[config.mk]
export PLATFORM = sky130hd
export DESIGN_NAME = ifetch_ahb_master
export DESIGN_NICKNAME = d
export VERILOG_FILES = /design/src/rtl/ifetch_ahb_master.sv
export SDC_FILE = /design/constraint.sdc
export NUM_CORES = 1
export LEC_CHECK = 0
export CORE_UTILIZATION = 25
export CTS_BUF_LIST = sky130_fd_sc_hd__clkbuf_4
export DETAILED_ROUTE_END_ITERATION = 7
export GPL_ROUTABILITY_DRIVEN = 1
export RECOVER_POWER = 50
export REMOVE_ABC_BUFFERS = 1
export SLEW_MARGIN = 20
export SYNTH_ARGS = -nofsm -noshare
export SYNTH_HDL_FRONTEND = slang
export SYNTH_SLANG_ARGS = --single-unit
[constraint.sdc]
create_clock -name HCLK -period 8.9 [get_ports HCLK]
set_input_delay 1.78 -clock HCLK [delete_from_list [all_inputs] [get_ports HCLK]]
set_output_delay 1.78 -clock HCLK [all_outputs]
set_load 0.005 [all_outputs]
[src/rtl/ifetch_ahb_master.sv]
// Instruction-fetch AHB read initiator: 64-bit beats split into two 32-bit instructions, queued with their PCs.
// Latency: first NONSEQ one cycle after reset release, first instruction valid two cycles later (zero wait states).
// Backpressure: a new address phase starts only when at least two FIFO slots are free; decode stalls via inst_ready.
module ifetch_ahb_master #(
   parameter logic [63:0] RESET_PC   = 64'h0,
   parameter int          FIFO_DEPTH = 4
) (
   input  logic        HCLK,
   input  logic        HRESET,
   output logic [63:0] HADDR,
   output logic [1:0]  HTRANS,
   output logic        HWRITE,
   output logic [2:0]  HSIZE,
   output logic [63:0] HWDATA,
   input  logic [63:0] HRDATA,
   input  logic        HREADY,
   input  logic        redirect_valid,
   input  logic [63:0] redirect_pc,
   output logic        inst_valid,
   output logic [31:0] inst,
   output logic [63:0] inst_pc,
   input  logic        inst_ready
);

   localparam int AW = $clog2(FIFO_DEPTH);
   localparam int CW = AW + 1;
   // Highest occupancy that still leaves room for a full two-instruction beat
   localparam logic [CW-1:0] LP_GATE = CW'(FIFO_DEPTH - 2);

   typedef enum logic [1:0] {
      S_IDLE = 2'd0,
      S_ADDR = 2'd1,
      S_DATA = 2'd2
   } state_t;

   state_t        r_state, w_state_nxt;
   logic [63:0]   r_fpc, w_fpc_nxt;
   logic [63:0]   r_haddr;
   logic          r_discard, w_discard_nxt;

   logic [31:0]   r_mem_inst [FIFO_DEPTH];
   logic [63:0]   r_mem_pc   [FIFO_DEPTH];
   logic [AW-1:0] r_wptr, r_rptr, w_rptr_nxt;
   logic [CW-1:0] r_count, w_count_left, w_count_nxt;
   logic [31:0]   r_inst;
   logic [63:0]   r_inst_pc;

   logic          w_beat, w_push0, w_push1, w_pop;
   logic [31:0]   w_d0, w_d1;
   logic [63:0]   w_pc0, w_pc1;

   // A redirect squashes any same-cycle pop; the whole queue is discarded anyway
   assign w_pop        = (r_count != '0) && inst_ready && !redirect_valid;
   assign w_beat       = (r_state == S_DATA) && HREADY;
   assign w_push0      = w_beat && !r_discard && !redirect_valid;
   // An odd-word fetch PC means the low half of the beat lies before the PC
   assign w_push1      = w_push0 && !r_fpc[2];
   assign w_d0         = r_fpc[2] ? HRDATA[63:32] : HRDATA[31:0];
   assign w_pc0        = r_fpc;
   assign w_d1         = HRDATA[63:32];
   assign w_pc1        = r_fpc + 64'd4;
   assign w_rptr_nxt   = r_rptr + AW'(w_pop);
   assign w_count_left = r_count - CW'(w_pop);

   // Next state, fetch PC, discard flag and occupancy after this edge
   always_comb begin
      w_state_nxt   = r_state;
      w_fpc_nxt     = r_fpc;
      w_discard_nxt = r_discard;
      w_count_nxt   = w_count_left + CW'(w_push0) + CW'(w_push1);
      if (w_push0) begin
         w_fpc_nxt = r_fpc + (r_fpc[2] ? 64'd4 : 64'd8);
      end
      if (w_beat) begin
         w_discard_nxt = 1'b0;
      end
      if (redirect_valid) begin
         w_fpc_nxt   = redirect_pc & ~64'h3;
         w_count_nxt = '0;
         // A beat still owed by the slave belongs to the old stream
         if ((r_state == S_ADDR) || ((r_state == S_DATA) && !HREADY)) begin
            w_discard_nxt = 1'b1;
         end
      end
      case (r_state)
         S_IDLE:  if (w_count_nxt <= LP_GATE) w_state_nxt = S_ADDR;
         S_ADDR:  if (HREADY) w_state_nxt = S_DATA;
         S_DATA:  if (HREADY) w_state_nxt = (w_count_nxt <= LP_GATE) ? S_ADDR : S_IDLE;
         default: w_state_nxt = S_IDLE;
      endcase
   end

   // FSM state, fetch PC and the address latched for the address phase
   always_ff @(posedge HCLK) begin
      if (HRESET) begin
         r_state   <= S_IDLE;
         r_fpc     <= RESET_PC & ~64'h3;
         r_discard <= 1'b0;
         r_haddr   <= RESET_PC & ~64'h7;
      end else begin
         r_state   <= w_state_nxt;
         r_fpc     <= w_fpc_nxt;
         r_discard <= w_discard_nxt;
         if ((w_state_nxt == S_ADDR) && (r_state != S_ADDR)) begin
            r_haddr <= w_fpc_nxt & ~64'h7;
         end
      end
   end

   // FIFO pointers and occupancy
   always_ff @(posedge HCLK) begin
      if (HRESET || redirect_valid) begin
         r_wptr  <= '0;
         r_rptr  <= '0;
         r_count <= '0;
      end else begin
         r_wptr  <= r_wptr + AW'(w_push0) + AW'(w_push1);
         r_rptr  <= w_rptr_nxt;
         r_count <= w_count_nxt;
      end
   end

   // FIFO storage, up to two writes per cycle
   always_ff @(posedge HCLK) begin
      if (w_push0) begin
         r_mem_inst[r_wptr] <= w_d0;
         r_mem_pc[r_wptr]   <= w_pc0;
      end
      if (w_push1) begin
         r_mem_inst[r_wptr + AW'(1)] <= w_d1;
         r_mem_pc[r_wptr + AW'(1)]   <= w_pc1;
      end
   end

   // Registered head: loads the next head, holds its value while the queue is empty
   always_ff @(posedge HCLK) begin
      if (HRESET) begin
         r_inst    <= '0;
         r_inst_pc <= '0;
      end else if (w_count_nxt != '0) begin
         if (w_count_left == '0) begin
            r_inst    <= w_d0;
            r_inst_pc <= w_pc0;
         end else begin
            r_inst    <= r_mem_inst[w_rptr_nxt];
            r_inst_pc <= r_mem_pc[w_rptr_nxt];
         end
      end
   end

   assign HTRANS     = (r_state == S_ADDR) ? 2'b10 : 2'b00;
   assign HADDR      = (r_state == S_ADDR) ? r_haddr : (r_fpc & ~64'h7);
   assign HWRITE     = 1'b0;
   assign HSIZE      = 3'b011;
   assign HWDATA     = '0;
   assign inst_valid = (r_count != '0);
   assign inst       = r_inst;
   assign inst_pc    = r_inst_pc;

endmodule

# After elaboration in Yosys (flattened, before gate mapping)
# Memories as Yosys holds them, arrays and structs flattened.
# Index checks and enable logic that the tools add are counted.
[op_classes] addsub=9 magnitude_cmp=1 n_eq_ne=4 muxes=21 reduce_logical=20
[op_table] operator="64-bit two-way mux" n=4
[op_table] operator="64-bit by 3-bit adder with 64-bit output, second input constant" n=1
[op_table] operator="64-bit by 4-bit adder with 64-bit output" n=1
[op_table] operator="32-bit two-way mux" n=2
[op_table] operator="1-bit logical AND" n=8
[op_table] operator="1-bit two-way mux" n=8
[op_table] operator="2-bit two-way mux" n=4
[op_table] operator="2-bit by 1-bit adder with 2-bit output" n=3
[op_table] operator="3-bit by 1-bit adder with 3-bit output" n=2
[op_table] operator="2-bit case mux with 3 select lines" n=1
[op_table] operator="3-bit nonzero test" n=2
[op_table] operator="2-bit by 1-bit equality test with 1-bit output, second input constant" n=2
[op_table] operator="1-bit zero test" n=4
[op_table] operator="4-bit two-way mux" n=1
[op_table] operator="3-bit by 2-bit less-or-equal comparator with 1-bit output, second input constant" n=1
[op_table] operator="3-bit zero test" n=1
[op_table] operator="3-bit two-way mux" n=1
[op_table] operator="3-bit by 1-bit subtractor with 3-bit output" n=1
[op_table] operator="2-bit by 1-bit adder with 2-bit output, second input constant" n=1
[op_table] operator="2-bit equality test, second input constant" n=1
[op_table] operator="2-bit zero test" n=1
[op_table] operator="1-bit logical OR" n=2
[op_table] operator="2-bit by 1-bit inequality test with 1-bit output, second input constant" n=1
[op_table] operator="2-bit nonzero test" n=1
[op_table] operator="2-bit OR reduction" n=1
[totals] register_bits=231 ramBits=384 output_inout_bits=231 memories=2
[memory_table] memory="r_mem_pc" words=4 word_bits=64 rd=1 rd_ports_with_merged_regs=0 wr=2 line="42" source="logic [63:0] r_mem_pc [FIFO_DEPTH];"
[memory_table] memory="r_mem_inst" words=4 word_bits=32 rd=1 rd_ports_with_merged_regs=0 wr=2 line="41" source="logic [31:0] r_mem_inst [FIFO_DEPTH];"

# Depth between registers and ports, before layout
# Gate-level depths: netlist (run 1).
[depth] ltp_word=13 ltp_mapped=17

# Worst setup path before layout (run 1)
# No wires, ideal clock.
[synth_timing] kind="input-to-reg" start="input HREADY" end="memory r_mem_inst[1][0], enable pin" setup_ps=662 arrival_time_ps=8951 required_time_ps=8238 path_slack_ps=-713 cell_stages=5 path_buffers=1 path_cell_list="nand4bb_1 > buf_4 > nor2_1 > inv_2 > nor3_1"
[synth_rtl] element="start: declaration" line="16" source="input logic HREADY,"
[synth_rtl] element="end: declaration" line="41"

==> results by group, run 1 <==
Worst hold path
  – HP Start: r_haddr[6]$_SDFFE_PP0P_
  – Worst hold-check path type: reg -> reg

Finish
  – Post-route cell area: around 0.035 mm²
  – Fraction of layout cells with a size suffix above 1: 0.143
  – Fin cells: ~4700
  – Layout Nets: between 3000 and 4000
  – Syn-to-layout area delta: 19.3%

Synthesis
  – Netlist area before placement: 0.0296 mm²
  – Ys async rst share: 0
  – Post-synthesis sequential area ratio: 0.535
  – Ranking of synthesized cells by area: edfxtp_1 (38%), dfxtp_1 (15%), mux4_2 (7.2%)
  – Commonest cells post-synth: nor2_1 (415), edfxtp_1 (376), nand2_1 (343), clkbuf_1 (288), dfxtp_1 (227)
  – Cell accounting for the most synthesized area: edfxtp_1
  – Top_reg_cell synth: edfxtp_1
  – Count of flip-flops with a built-in enable after synthesis: roughly 380
  – Synth Warn #: 0
  – Synth Instances: between 2000 and 3000
  – Area share of the largest cell type after synthesis: 0.382
  – Dominant cell by count in the synthesized netlist: nor2_1
  – Syn_area_per_cell: ~10 µm²
  – Yosys reg bits: roughly 600
  – Post-synthesis cell type count: 71

Global routing
  – Largest net degree at the start of global routing: 137
  – Grt total ovfl: 0
  – Vias in the first global route: approximately 22000
  – Gr usage total: 0.163
  – Initial antenna violation count: 11
  – First-pass GRT wire length: between 100000 and 150000 µm

Setup path
  – CP Launch Type: primary input
  – Crit. End Element: flop
  – Reg-to-reg critical path startpoint: r_fpc[2]$_SDFFE_PP0P_
  – CP Launch Point: HRESET
  – Crit path DAT: 7660 ps
  – Crit Path Class: in -> reg
  – Crit path max fanout: 70
  – CP required: 9840 ps

STA
  – Max Clk Rate: between 100 and 150 MHz
  – Rel. slew slack: -1.64
  – Hold WS: ~460 ps
  – Final period utilization: 0.756
  – RSZ-0062 raised after global routing: false
  – Pins Over Slew Limit: 649
  – Setup WS post-layout: roughly 2200 ps
  – Clock Skew: 62.5 ps
  – Final Hold Fails: 0
  – Fin crit period: between 6000 and 7000 ps
  – Final setup vio count: 0
  – Worst-margin pin slew: between 3000 and 4000 ps

Clocking
  – CTS tree: yes
  – CTS Hold Bufs: 0
  – Clock sinks: about 600
  – Skew-Pair Late Insertion Delay: between 1000 and 1500 ps
  – H-Tree Depth: 4
  – Post-CTS setup buffers: 0
  – CTS resizes: 0
  – Root Driver: clkbuf_4
  – Total CTS buffers: 173
  – CTS Buffer Depth: 3
  – Clk slew on worst S/H paths: 60 ps

Route
  – DRC viols: 0
  – Post-route ant nets: 0
  – Vias post-DR: around 22000
  – DR WL/cell: 21.3 µm
  – Final wirelength: a little under 100000 µm
  – Drt pass-1 iters: 6
  – DR iter-0 viols: 2070
  – Via density per instance: between 4 and 5

Place
  – Placed cells: 4327
  – Placed instance area: between 0.03 and 0.04 mm²
  – Port buffer count: 287
  – Gpl congestion: 0.805
  – Setup Slack @ Placement: 2820 ps
  – Detailed placer's ending HPWL: between 60000 and 70000 µm

Die
  – Die width: 346 µm
  – Die area: approximately 0.12 mm²
  – Die Y: between 300 and 400 µm
  – Initial Util: 0.253
  – Site Rows: between 100 and 150
  – Core area: 0.117 mm²
  – IO Count: between 300 and 400

Run status
  – Failing checks: max-capacitance violations, max-slew violations
  – Status: complete, but fails checks

Flow run
  – Number of max-cap violations: 15

Power and ir drop
  – PwrDens: 181 mW/mm²
  – Leak pwr: 11.7 nW
  – Peak supply drop: ~0.00011 V
-- worst max-delay path: stages --
cell      delay [ps]
clkbuf_1        1840
clkbuf_1        2760
nor2_1           490
nand3_1          270
nand3_1          180
a22o_1           270
-- kinds of logic (layout without fill, tap and decap cells) --
family | after synthesis | after routing | synth area share
AOI/OAI and AO/OA | 422 | 422 | 0.0887
xor gates and xnor gates | 155 | 155 | 0.0463
adders and majority gates | 8 | 8 | 0.00389
buffers and inverters | 439 | 665 | 0.0671
DFF | 603 | 603 | 0.535
muxes | 211 | 211 | 0.111
other | 2 | 78 | 0.000254
and+or+nand+nor | 989 | 989 | 0.147
-- path summary, 6_finish.rpt --
path | endpoint | slack (ps) | cells past startpoint
setup / recovery | r_haddr[58]$_SDFFE_PP0P_ | 2170 | 6
setup reg to reg | r_mem_pc[0][58]$_DFFE_PP_ | 3320 | 6
hold reg to reg | r_haddr[6]$_SDFFE_PP0P_ | 460 | 2
hold / removal | r_haddr[6]$_SDFFE_PP0P_ | 460 | 2
-- report_power, final --
group	leakage [nW]	internal (mW)	switching, mW
Clock	1.37	1.40	1.28
Combinational	5.08	0.258	0.328
Sequential	5.30	3.04	0.0935
-- routing by layer --
metal | wire length [µm] | vias up | track usage | part of all wire
met2 | 45200 | 975 | 0.252 | 0.46
met1 | 42400 | 10800 | 0.216 | 0.43
li1 | - | 10300 | - | -
met4 | 2840 | 6 | 0.0605 | 0.029
met5 | 41 | - | 0 | 0.00041
met3 | 8660 | 173 | 0.0459 | 0.087
-- area by class of cell --
cell class	count	area, µm²
fill	12000	81500
sequential	603	15800
multi-input combinational	1859	12100
timing repair buffer	324	3140
clock buffer	267	2000
tap	1524	1910
clock inverter	57	287
inverter	17	63.8
antenna	4	10.0
-- stage by stage --
step	power (mW)	setup TNS [ps]	utilization
floorplan	3.45	-359330	-
global placement	3.77	0	0.284
detailed placement	3.78	0	0.284
CTS	6.50	0	0.304
global route	6.70	0	0.302
finish	6.40	0	0.302
-- sequential cells by signal, summed over array words and instances (netlist names) --
| register | cells |
|---|---|
| inst | 32 |
| inst_pc | 62 |
| r_count | 3 |
| r_discard | 1 |
| r_fpc | 62 |
| r_haddr | 61 |
| r_mem_inst | 128 |
| r_mem_pc | 248 |
| r_rptr | 2 |
| r_state | 2 |
| r_wptr | 2 |
-- cell usage in the layout (no fill, tap or decap), types with 6 or more instances in the layout --
cell / netlist / routed
o21ai_0: 44 / 43
clkbuf_4: 0 / 267
xnor2_1: 108 / 108
dlygate4sd3_1: 0 / 9
clkdlybuf4s50_1: 0 / 276
nand2_1: 343 / 343
a21oi_1: 189 / 189
nor3_1: 51 / 53
nor2_1: 415 / 413
xor2_1: 46 / 45
a211oi_1: 99 / 99
nand3_1: 35 / 34
o41ai_1: 9 / 9
and2_1: 13 / 8
and3_1: 11 / 11
mux2i_1: 112 / 112
conb_1: 2 / 74
inv_2: 4 / 8
o22ai_1: 17 / 17
buf_4: 81 / 19
nor4_1: 24 / 26
inv_1: 11 / 13
dfxtp_1: 227 / 226
nand4_1: 42 / 43
or3_1: 6 / 6
mux4_2: 94 / 94
clkinv_1: 2 / 36
clkbuf_1: 288 / 16
o21a_1: 17 / 16
edfxtp_1: 376 / 376
clkinv_2: 0 / 8
(Power assumes the default switching activity.)
==> inputs of run 2 (changes only) <==
Clock period 8.9 ns to 6.8 ns, I/O delays scaled along.
==> run 2 against run 1 <==
Against the previous run: critical endpoint is now r_mem_inst[2][11]$_DFFE_PP_; register-to-register slack worse by 1700 ps; non-clock buffer count is 10 higher; wire length hardly changed; clock skew is 17 ps higher; final cell count is 0.26% higher; sequential cell count stayed put; clock power is 36% higher; die area stayed put; the run still ends with max-capacitance violations, max-slew violations left; sequential power is 31% higher; hold slack better by 2.7 ps; worst setup slack worse by 1000 ps; largest power group unchanged.
==> results by group, run 2 (synthesized netlist as in run 1, its figures left out) <==
Die
  – Die Y: 346 µm (unchanged)
  – Initial Util: 0.253 (unchanged)
  – Site Rows: 125 (unchanged)
  – IO Count: 364 (unchanged)
  – Die width: 346 µm (unchanged)
  – Die area: 0.120 mm² (unchanged)
  – Core area: 0.117 mm² (unchanged)

Run status
  – Status: complete, but fails checks (unchanged)
  – Failing checks: max-capacitance violations, max-slew violations (unchanged)

Power and ir drop
  – Leak pwr: 12.1 nW (was 11.7 nW)
  – Power share of the combinational group: 0.091 (was 0.092)
  – Clock share of power: 0.427 (was 0.419)
  – Int Pwr: 6.31 mW (was 4.70 mW)
  – PwrDens: 239 mW/mm² (was 181 mW/mm²)
  – Peak supply drop: 0.000139 V (was 0.000113 V)
  – Reg power frac: 0.482 (was 0.489)
  – Switching share of power: 0.258 (was 0.266)
  – Psw: 2.20 mW (was 1.70 mW)

Clocking
  – CTS Buffer Depth: 3 (unchanged)
  – Clock sinks: 603 (unchanged)
  – Root Driver: clkbuf_4 (unchanged)
  – Skew-Pair Late Insertion Delay: 1030 ps (was 1050 ps)
  – Post-CTS setup buffers: 0 (unchanged)
  – CTS Hold Bufs: 0 (unchanged)
  – H-Tree Depth: 4 (unchanged)
  – Total CTS buffers: 173 (unchanged)
  – Clk slew on worst S/H paths: 60 ps (about the same)
  – CTS tree: yes (unchanged)
  – CTS resizes: 0 (unchanged)

Route
  – DR WL/cell: 21.2 µm (was 21.3 µm)
  – DR iter-0 viols: 2006 (was 2070)
  – Drt pass-1 iters: 5 (was 6)
  – Via density per instance: 4.76 (was 4.78)
  – DRC viols: 0 (unchanged)
  – Post-route ant nets: 0 (unchanged)
  – Vias post-DR: 22200 (about the same)
  – Final wirelength: 99100 µm (about the same)

Place
  – Placed instance area: 0.0333 mm² (was 0.0332 mm²)
  – Setup Slack @ Placement: 1490 ps (was 2820 ps)
  – Placed cells: 4337 (was 4327)
  – Port buffer count: 287 (unchanged)
  – Detailed placer's ending HPWL: 64800 µm (was 63000 µm)
  – Gpl congestion: 0.819 (was 0.805)

Setup path
  – Crit path max fanout: 52 (was 70)
  – CP Launch Point: HREADY (was HRESET)
  – Crit. End Element: flop (unchanged)
  – Crit path DAT: 6120 ps (was 7660 ps)
  – Crit Path Class: in -> reg (unchanged)
  – CP Launch Type: primary input (unchanged)
  – CP required: 7290 ps (was 9840 ps)
  – FF-to-FF setup slack: 1670 ps (was 3320 ps)
  – Reg-to-reg critical path startpoint: r_state[0]$_SDFF_PP0_ (was r_fpc[2]$_SDFFE_PP0P_)

STA
  – Clock Skew: 79.7 ps (was 62.5 ps)
  – Final Hold Fails: 0 (unchanged)
  – Rel. slew slack: -1.91 (was -1.64)
  – Worst-margin pin slew: 4360 ps (was 3960 ps)
  – RSZ-0062 raised after global routing: false (unchanged)
  – Final setup vio count: 0 (unchanged)
  – Max Clk Rate: approximately 180 MHz
  – Pins Over Slew Limit: 614 (was 649)
  – Fin crit period: about 5600 ps
  – Setup TNS: 0 ps (unchanged)
  – Setup WS post-layout: 1170 ps (was 2170 ps)
  – Final period utilization: 0.828

Global routing
  – Vias in the first global route: 21500 (was 21700)
  – Grt total ovfl: 0 (unchanged)
  – First-pass GRT wire length: 145000 µm (about the same)
  – Initial antenna violation count: 10 (was 11)
  – Largest net degree at the start of global routing: 95 (was 137)
  – Gr usage total: 0.163 (about the same)

Finish
  – Top Registers: r_mem_pc (248), r_mem_inst (128) (unchanged)
  – Max reg flops: 248 (unchanged)
  – Post-route cell area: 0.0356 mm² (was 0.0353 mm²)
  – Fin cells: 4667 (was 4655)
  – Final cell utilization of the core: 0.304 (was 0.302)
  – Most common library cell in the layout ignoring fill and taps: nor2_1 (unchanged)
  – Register Area: 0.0158 mm² (unchanged)
  – Fraction of layout cells with a size suffix above 1: 0.152 (was 0.143)
  – FILL cells: 12000 (about the same)
  – Reg with most FFs: r_mem_pc (unchanged)
  – Most frequent cells in the layout: nor2_1 (413), edfxtp_1 (376), nand2_1 (343), clkbuf_4 (283), dfxtp_1 (226) (was nor2_1 (413), edfxtp_1 (376), nand2_1 (343), clkdlybuf4s50_1 (276), clkbuf_4 (267))
  – Syn-to-layout area delta: 20.2% (was 19.3%)
  – Layout Nets: 3129 (was 3119)
  – Multi-input logic area: 0.0121 mm² (about the same)

Flow run
  – Number of max-cap violations: 14 (was 15)

Worst hold path
  – Worst hold-check path type: reg -> reg (unchanged)
  – HP Start: r_haddr[37]$_SDFFE_PP0P_ (was r_haddr[6]$_SDFFE_PP0P_)
run 2: power by group through the flow:
stage,clock [mW],combinational (mW),sequential [mW]
2_1_floorplan,0,0.377,4.14
3_3_place_gp,0,0.776,4.17
3_5_place_dp,0,0.782,4.17
4_1_cts,3.75,0.787,4.10
5_1_grt,3.94,0.845,4.11
6_report,3.64,0.772,4.10
run 2: final timing paths:
| kind | cells after the start | to |
|---|---|---|
| worst max register to register | 5 | r_mem_inst[2][11]$_DFFE_PP_ |
| worst min register to register | 2 | r_haddr[37]$_SDFFE_PP0P_ |
| worst min-delay path | 2 | r_haddr[37]$_SDFFE_PP0P_ |
| worst max-delay path | 6 | r_mem_inst[2][11]$_DFFE_PP_ |
run 2: layout make-up:
cell class | instances | area share
flip-flops and latches | 603 | 0.445
multi-input cells | 1859 | 0.340
repair buffers | 334 | 0.0915
clock buffers | 283 | 0.0598
well taps | 1524 | 0.0536
clock inverters | 39 | 0.00714
inverters | 17 | 0.00179
diodes | 8 | 0.000563
run 2: per-stage QoR:
stage | power, mW | hold WS, ps
6_report | 8.51 | 461
5_1_grt | 8.90 | 485
4_1_cts | 8.64 | 461
3_5_place_dp | 4.96 | 446
3_3_place_gp | 4.95 | 430
2_1_floorplan | 4.52 | 420
run 2: critical path, stage by stage:
cell and delay, ps:
dlygate4sd3_1 640, nand4bb_1 160, nor2_1 350, inv_1 310, nor2_4 170, clkbuf_1 3040
run 2: metal layers:
layer,vias up,part of all wire,track usage
met3,141,0.092,0.0399
met1,10700,0.43,0.220
li1,10300,-,-
met5,-,0.00034,0
met2,1007,0.46,0.257
met4,4,0.021,0.0513
